$ cat config.mk
export PLATFORM = sky130hd
export DESIGN_NAME = ddsm_mmd_ctrl
export DESIGN_NICKNAME = d
export VERILOG_FILES = /design/src/rtl/ddsm_mmd_ctrl.sv
export SDC_FILE = /design/constraint.sdc
export NUM_CORES = 1
export LEC_CHECK = 0
export ABC_AREA = 1
export BUFFER_PORTS_ARGS = -buffer_cell sky130_fd_sc_hd__buf_4
export CORE_MARGIN = 3
export CORE_UTILIZATION = 45
export CTS_CLUSTER_DIAMETER = 150
export DETAILED_ROUTE_END_ITERATION = 7
export PLACE_DENSITY = 0.67
export SKIP_CTS_REPAIR_TIMING = 1
export SLEW_MARGIN = 20
export SYNTH_ARGS = -nofsm -noshare
export SYNTH_HDL_FRONTEND = slang
export SYNTH_SLANG_ARGS = --single-unit
export TNS_END_PERCENT = 5
$ cat constraint.sdc
create_clock -name clk -period 4.1 [get_ports clk]
set_input_delay 0.615 -clock clk [delete_from_list [all_inputs] [get_ports clk]]
set_output_delay 0.615 -clock clk [all_outputs]
set_load 0.02 [all_outputs]
$ cat src/rtl/ddsm_mmd_ctrl.sv
// ddsm_mmd_ctrl: multi-modulus divider that adds one MASH code per period to the integer divide value
module ddsm_mmd_ctrl #(
    parameter int N_WIDTH = 8,
    parameter int MIN_DIV = 4
) (
    input  logic               clk,
    input  logic               rst,
    input  logic               en_i,
    input  logic [N_WIDTH-1:0] n_int_i,
    input  logic [3:0]         y_i,
    output logic               y_ack_o,
    output logic               div_o,
    output logic [N_WIDTH-1:0] ratio_o,
    output logic               sat_o
);
    typedef enum logic {IDLE, RUN} state_t;
    localparam int W = N_WIDTH + 2;
    localparam logic signed [W-1:0] MAX_R = W'((2 ** N_WIDTH) - 1);
    state_t state, state_n;
    logic signed [W-1:0] raw;
    logic lo, hi, load, div_n, sat_n;
    logic [N_WIDTH-1:0] r, cnt, cnt_n, ratio_n;
    logic [N_WIDTH:0] half_n;
    assign raw = $signed({2'b00, n_int_i}) + $signed({{(W-4){y_i[3]}}, y_i});
    assign lo = raw < $signed(W'(MIN_DIV));
    assign hi = raw > MAX_R;
    assign r = lo ? N_WIDTH'(MIN_DIV) : hi ? '1 : raw[N_WIDTH-1:0];
    assign load = en_i && !rst && (state == IDLE || cnt == '0);
    assign y_ack_o = load;
    always_comb begin
        state_n = load ? RUN : (state == RUN && cnt == '0) ? IDLE : state;
        cnt_n = load ? r - N_WIDTH'(1) : (state == RUN && cnt != '0) ? cnt - N_WIDTH'(1) : cnt;
        ratio_n = load ? r : ratio_o;
        sat_n = sat_o | (load & (lo | hi));
        half_n = ({1'b0, ratio_n} + (N_WIDTH+1)'(1)) >> 1;
        // high while the remaining count is at least ceil(R/2)
        div_n = state_n == RUN && {1'b0, cnt_n} >= half_n;
    end
    always_ff @(posedge clk) begin
        if (rst) begin
            state <= IDLE;
            cnt <= '0;
            ratio_o <= '0;
            div_o <= 1'b0;
            sat_o <= 1'b0;
        end else begin
            state <= state_n;
            cnt <= cnt_n;
            ratio_o <= ratio_n;
            div_o <= div_n;
            sat_o <= sat_n;
        end
    end
endmodule

Yosys cells after proc, flatten, opt, wreduce, memory -nomap -nowiden
Index checks and enable logic that the tools add are counted.

Add/sub/neg operators: 4. Multipliers: 0. Divide/modulo/power cells: 0. $lt $le $gt $ge: 3. Equal/unequal tests: 0. Shifts and indexed selects: 0. Muxes and demuxes: 7. Bitwise gates (word level): 4. Reduce and logical (&&, ||, !) cells: 9.

Operators with widths (number): $mux W8 (5); $sub A8 B1 Y8 const B (2); $add A9 B4 Y10 (1); $gt A10 B9 Y1 const B (1); $lt A10 B4 Y1 const B (1); $add A8 B1 Y9 const B (1); $ge A8 B8 Y1 (1); $logic_not A8 Y1 (1); $reduce_bool A8 Y1 (1); $logic_and A1 B1 Y1 (5); $mux W1 (2); $or A1 B1 Y1 (2); $and A1 B1 Y1 (1); $logic_not A1 Y1 (1); $logic_or A1 B1 Y1 (1); $not A1 Y1 (1).

Register bits: 19. Bits in latches: 0. Memory bits (writable): 0. Memory bits (read-only): 0. Output and inout port bits: 11. Logic and storage cells: 32. Memories: 0.

Depth between registers and ports, before layout
Depth in word-level cells: 8. Depth in mapped cells: 28.

Worst setup path before layout
Ideal clock, no wire load.

Kind: in2reg. From: input port n_int_i[0]. To: register div_o. Arrival: 3557 ps. Data required time: 3991 ps. Path slack: 434 ps. Stages: 21. Path through: ha_1 > fa_1 > xnor2_1 > nand3_1 > nor2_2 > nand3_4 > nand3_1 > nand2_1 > a21oi_2 > inv_1 > ha_1 > nand2_1 > o21ai_0 > o21ai_1 > ha_1 > a21oi_1 > o21ai_0 > nand2_1 > o2111ai_1 > nand2_1 > inv_1.

Word-level cells in the longest chain between the ends: 8. Elaborated cells on any way between the ends: 11. Classes of those cells: add/sub: 3; order compare: 3; mux: 4; reduce/logical: 1.

RTL lines: from (decl) (RTL line 9) `input logic [N_WIDTH-1:0] n_int_i,`; $add A9 B4 Y10 * (RTL line 24) `assign raw = $signed({2'b00, n_int_i}) + $signed({{(W-4){y_i[3]}}, y_i});`; $gt A10 B9 Y1 (RTL line 26) `assign hi = raw > MAX_R;`; $mux W8 (RTL line 27) `assign r = lo ? N_WIDTH'(MIN_DIV) : hi ? '1 : raw[N_WIDTH-1:0];`; $mux W8 * (RTL line 27); $mux W8 * (RTL line 33) `ratio_n = load ? r : ratio_o;`; via ratio_n[0] (RTL line 22) `logic [N_WIDTH-1:0] r, cnt, cnt_n, ratio_n;`; $add A8 B1 Y9 * (RTL line 35) `half_n = ({1'b0, ratio_n} + (N_WIDTH+1)'(1)) >> 1;`; $ge A8 B8 Y1 * (RTL line 37) `div_n = state_n == RUN && {1'b0, cnt_n} >= half_n;`; $logic_and A1 B1 Y1 * (RTL line 37); to (signal assigned) (RTL line 50) `div_o <= div_n;`; to (decl) (RTL line 12) `output logic div_o,`.

Mark *: on every way through the listed nets, which the timed path passes. The rest lies on a longest branch. A chain may end at the register's enable or synchronous reset.

Worst setup path after layout
Ends and elaborated chain as after synthesis.

==> impl_results.rst <==
.. list-table::
   :header-rows: 1

   * - Metric
     - Value
   * - Post-synth net total
     - about 370
   * - Slowest stage delay, CP
     - around 0.43 ns
   * - Clock buffer count from CTS
     - 3
   * - Wire length of the first global-routing pass
     - around 8400 um
   * - Wirelength per Cell
     - about 12 um
   * - Post-layout power
     - 835 uW
   * - Final worst hold slack
     - approximately 0.46 ns
   * - Sw Pwr
     - roughly 370 uW
   * - Row count
     - 24
   * - Number of antenna violations at the first check in global routing
     - 0
   * - Cell-by-cell trace of the critical path
     - buf_4 -> ha_1 -> fa_1 -> nand3_1 -> nand4_1 -> nand2_1 -> nand3_1 -> nor2_2 -> nand3_4 -> nand3_1 -> nand2_1 -> a21oi_2 -> inv_1 -> ha_1 -> nand2_1 -> o21ai_0 -> o21ai_1 -> ha_1 -> a21oi_1 -> o21ai_0 -> nand2_1 -> o2111ai_1 -> nand2_1 -> inv_1
   * - Largest cells by area after synthesis
     - sky130_fd_sc_hd__dfxtp_1, sky130_fd_sc_hd__nand2_1, sky130_fd_sc_hd__ha_1, sky130_fd_sc_hd__inv_1, sky130_fd_sc_hd__nor2_1
   * - Fraction of power consumed by combinational cells
     - 0.572
   * - Count of mapped cells out of synthesis
     - around 330
   * - Total of endpoints with negative setup slack in the final report
     - 0
   * - Insertion delay to the later sink of the worst-skew pair
     - ~0.25 ns
   * - Ratio of cells with drive above 1 in the final layout
     - 0.194
   * - Die width
     - ~74 um
   * - Footprint of the multi-input gates
     - about 1400 um^2
   * - Worst-path clk slew
     - ~0.070 ns
   * - Share of async-settable or async-resettable flops after synthesis
     - 0
   * - Final count of pins violating max slew
     - 0
   * - Height of the chip
     - about 74 um
   * - Required time at the endpoint of the critical path
     - 4.26 ns
   * - Static power due to leakage
     - between 0.001 and 0.0015 uW
   * - 1st-pass router iterations
     - 4
   * - Max-capacitance violation count
     - 0
   * - Startpoint-to-endpoint class of the critical path
     - in -> reg
   * - IR Drop Worst-Case VDD
     - roughly 0.18 mV
   * - Avg Cell Area, Syn
     - around 6.3 um^2
   * - CTS sink cnt
     - 19
   * - Hold Violations, Final
     - 0
   * - Worst-margin pin slew
     - roughly 0.40 ns
   * - Post-layout util
     - 0.536
   * - Clock tree from TritonCTS
     - yes
   * - Proportion of synthesized chip area in sequential cells
     - 0.183
   * - Hold/Removal Path Class
     - reg -> reg
   * - Most area-hungry cell type in the Yosys netlist
     - sky130_fd_sc_hd__dfxtp_1
   * - Most frequent cells after synthesis
     - sky130_fd_sc_hd__nand2_1, sky130_fd_sc_hd__inv_1, sky130_fd_sc_hd__nor2_1
   * - Placed wire-length estimate
     - approximately 4000 um
   * - Setup TNS
     - 0 ns
   * - Antenna diode count
     - 0
   * - Area enclosed by the die boundary
     - ~5500 um^2
   * - Number of violations reported at the end of detailed-routing iteration 0
     - ~110
   * - Area growth from synthesis to final layout
     - 13.7%
   * - Power share of the clock group
     - 0.153
   * - Final RePlAce weighted congestion
     - approximately 0.9
   * - Primary flip-flop cell chosen by synthesis mapping
     - sky130_fd_sc_hd__dfxtp_1
   * - Global-route usage over all layers
     - 0.194
   * - Max transition margin
     - 0.732
   * - Area of the core
     - about 4400 um^2
   * - Cell area after synthesis
     - between 2000 and 2500 um^2
   * - Setup repair after global routing missed its margin
     - no
   * - Area occupied by registers
     - about 380 um^2
   * - Most common cell in the synthesized netlist
     - sky130_fd_sc_hd__nand2_1
   * - Vias in the first global route
     - about 1900
   * - Number of nets with antenna violations after routing
     - 0
   * - Number of enable-type register cells in the synthesized netlist
     - 0
   * - Total Wirelength
     - approximately 4800 um
   * - Maximum net fanout on the critical path
     - 6
   * - Number of flip-flops and latches in the synthesized netlist
     - 19
   * - Net switching share of the total power
     - 0.447
   * - Total overflow reported by the global router
     - 0
   * - PwrDens
     - 353 nW/um^2
   * - Result of the run
     - completed
   * - Distinct cells, synth
     - 37
   * - Initial core utilization
     - 0.471
   * - Fin Clk Skew
     - approximately 0.0016 ns
   * - Layout fillers
     - 446
   * - Largest net degree at the start of global routing
     - 20
   * - Minimum clock period
     - 3.58 ns
   * - Total number of vias
     - around 2100
   * - Total buffers and inverters traversed by the critical path
     - 3
   * - Arrival time at the worst endpoint
     - ~3.7 ns
   * - CP startpoint kind
     - input pin
   * - Portion of the clock cycle consumed by the worst path in the final layout
     - 0.872
   * - Drt via density
     - ~5
   * - Timing-limited maximum frequency
     - about 280 MHz
   * - Count of yosys warnings during synthesis
     - 0
   * - Clock root buffer
     - sky130_fd_sc_hd__clkbuf_8
   * - Most prevalent standard cell on the critical path
     - sky130_fd_sc_hd__nand2_1
   * - Delay-heaviest family, CP
     - adder cells
   * - IO buf count
     - 25
   * - Slowest stage cell, crit path
     - sky130_fd_sc_hd__fa_1
   * - Residual DRC
     - 0
   * - Internal power
     - 462 uW
   * - Proportion of power drawn by flip-flops and latches
     - 0.275
   * - Max Root-Sink Buffers
     - 2
   * - Crit. End Element
     - flop
   * - I/O pin count
     - 26
   * - Area fraction of the dominant cell type after synthesis
     - 0.183
   * - Net count of the finished layout
     - between 300 and 400
   * - CTS H-tree lvls
     - 1
## layout by cell type (no fill, tap or decap), types with 2 or more instances in the layout
cell                       synthesis  final
sky130_fd_sc_hd__dfxtp_1          19     19
sky130_fd_sc_hd__xnor2_1           2      2
sky130_fd_sc_hd__xor2_1            3      3
sky130_fd_sc_hd__a21oi_1          18     18
sky130_fd_sc_hd__nand2_4           5      5
sky130_fd_sc_hd__o21ai_0          12     12
sky130_fd_sc_hd__nand3_1          23     23
sky130_fd_sc_hd__buf_4             1     29
sky130_fd_sc_hd__nor2_2            4      4
sky130_fd_sc_hd__nand2_2           4      4
sky130_fd_sc_hd__nand4_1           8      8
sky130_fd_sc_hd__inv_1            47     47
sky130_fd_sc_hd__nor2_4            4      4
sky130_fd_sc_hd__nand2_1          88     88
sky130_fd_sc_hd__nor3_1            3      3
sky130_fd_sc_hd__ha_1             21     21
sky130_fd_sc_hd__clkbuf_8          0      3
sky130_fd_sc_hd__nor2_1           33     33
sky130_fd_sc_hd__nand3_2           4      4
sky130_fd_sc_hd__inv_2             9      9
sky130_fd_sc_hd__o21ai_1           2      2
## routing by layer
metal | share of wire | wire [um] | global-route usage | vias up
li1 | - | - | - | 1107
met3 | 0.035 | 171 | 0.0405 | 6
met2 | 0.43 | 2100 | 0.301 | 30
met4 | 0.0056 | 27 | 0.0262 | 0
met5 | 0 | 0 | 0 | -
met1 | 0.53 | 2540 | 0.282 | 914
## cell families after synthesis
| logic type | share of synthesized area |
|---|---|
| buffers and inverters | 0.121 |
| XOR/XNOR | 0.0211 |
| flip-flops | 0.183 |
| AO/OA/AOI/OAI | 0.108 |
| AND/OR/NAND/NOR | 0.431 |
| adder cells (fa/ha/maj) | 0.136 |
## power groups by stage
stage | registers, uW | logic (uW) | clock network, uW
6_report | 230 | 477 | 128
5_1_grt | 233 | 548 | 138
4_1_cts | 230 | 479 | 131
3_5_place_dp | 234 | 474 | 0
3_3_place_gp | 234 | 471 | 0
2_1_floorplan | 246 | 348 | 0
## worst paths after layout
check	from	end	slack, ns	cells after the start
worst max-delay path	n_int_i[0]	div_o	0.52	24
worst min-delay path	sat_o	sat_o	0.46	2
worst min register to register	sat_o	sat_o	0.46	2
worst max register to register	cnt[0]	div_o	0.98	20
## worst register-to-register path, delay by kind of cell (launching register included)
| family | cells | cell delay (ns) |
|---|---|---|
| buffers and inverters | 4 | 0.53 |
| DFF | 1 | 0.31 |
| adders and majority gates | 3 | 0.67 |
| AOI/OAI and AO/OA | 2 | 0.37 |
| and+or+nand+nor | 11 | 1.19 |
## layout make-up
class                      instances  share of cell area
inverter                          56              0.0888
multi-input combinational        248               0.612
sequential                        19               0.161
clock buffer                       4              0.0190
timing repair buffer              29              0.0920
tap                               52              0.0275
## registers in the layout, indices dropped and copies added, names as in the netlist
name	count
div_o	1
sat_o	1
ratio_o	8
state	1
cnt	8
## metrics by stage
step | instances | area, um^2 | setup slack, ns
2_1_floorplan | 329 | 2080 | 0.434
3_3_place_gp | 404 | 2320 | 0.353
3_5_place_dp | 404 | 2320 | 0.269
4_1_cts | 408 | 2370 | 0.517
5_1_grt | 408 | 2370 | 0.194
6_report | 408 | 2370 | 0.524
Note: power is estimated with default switching activity, not from simulation.
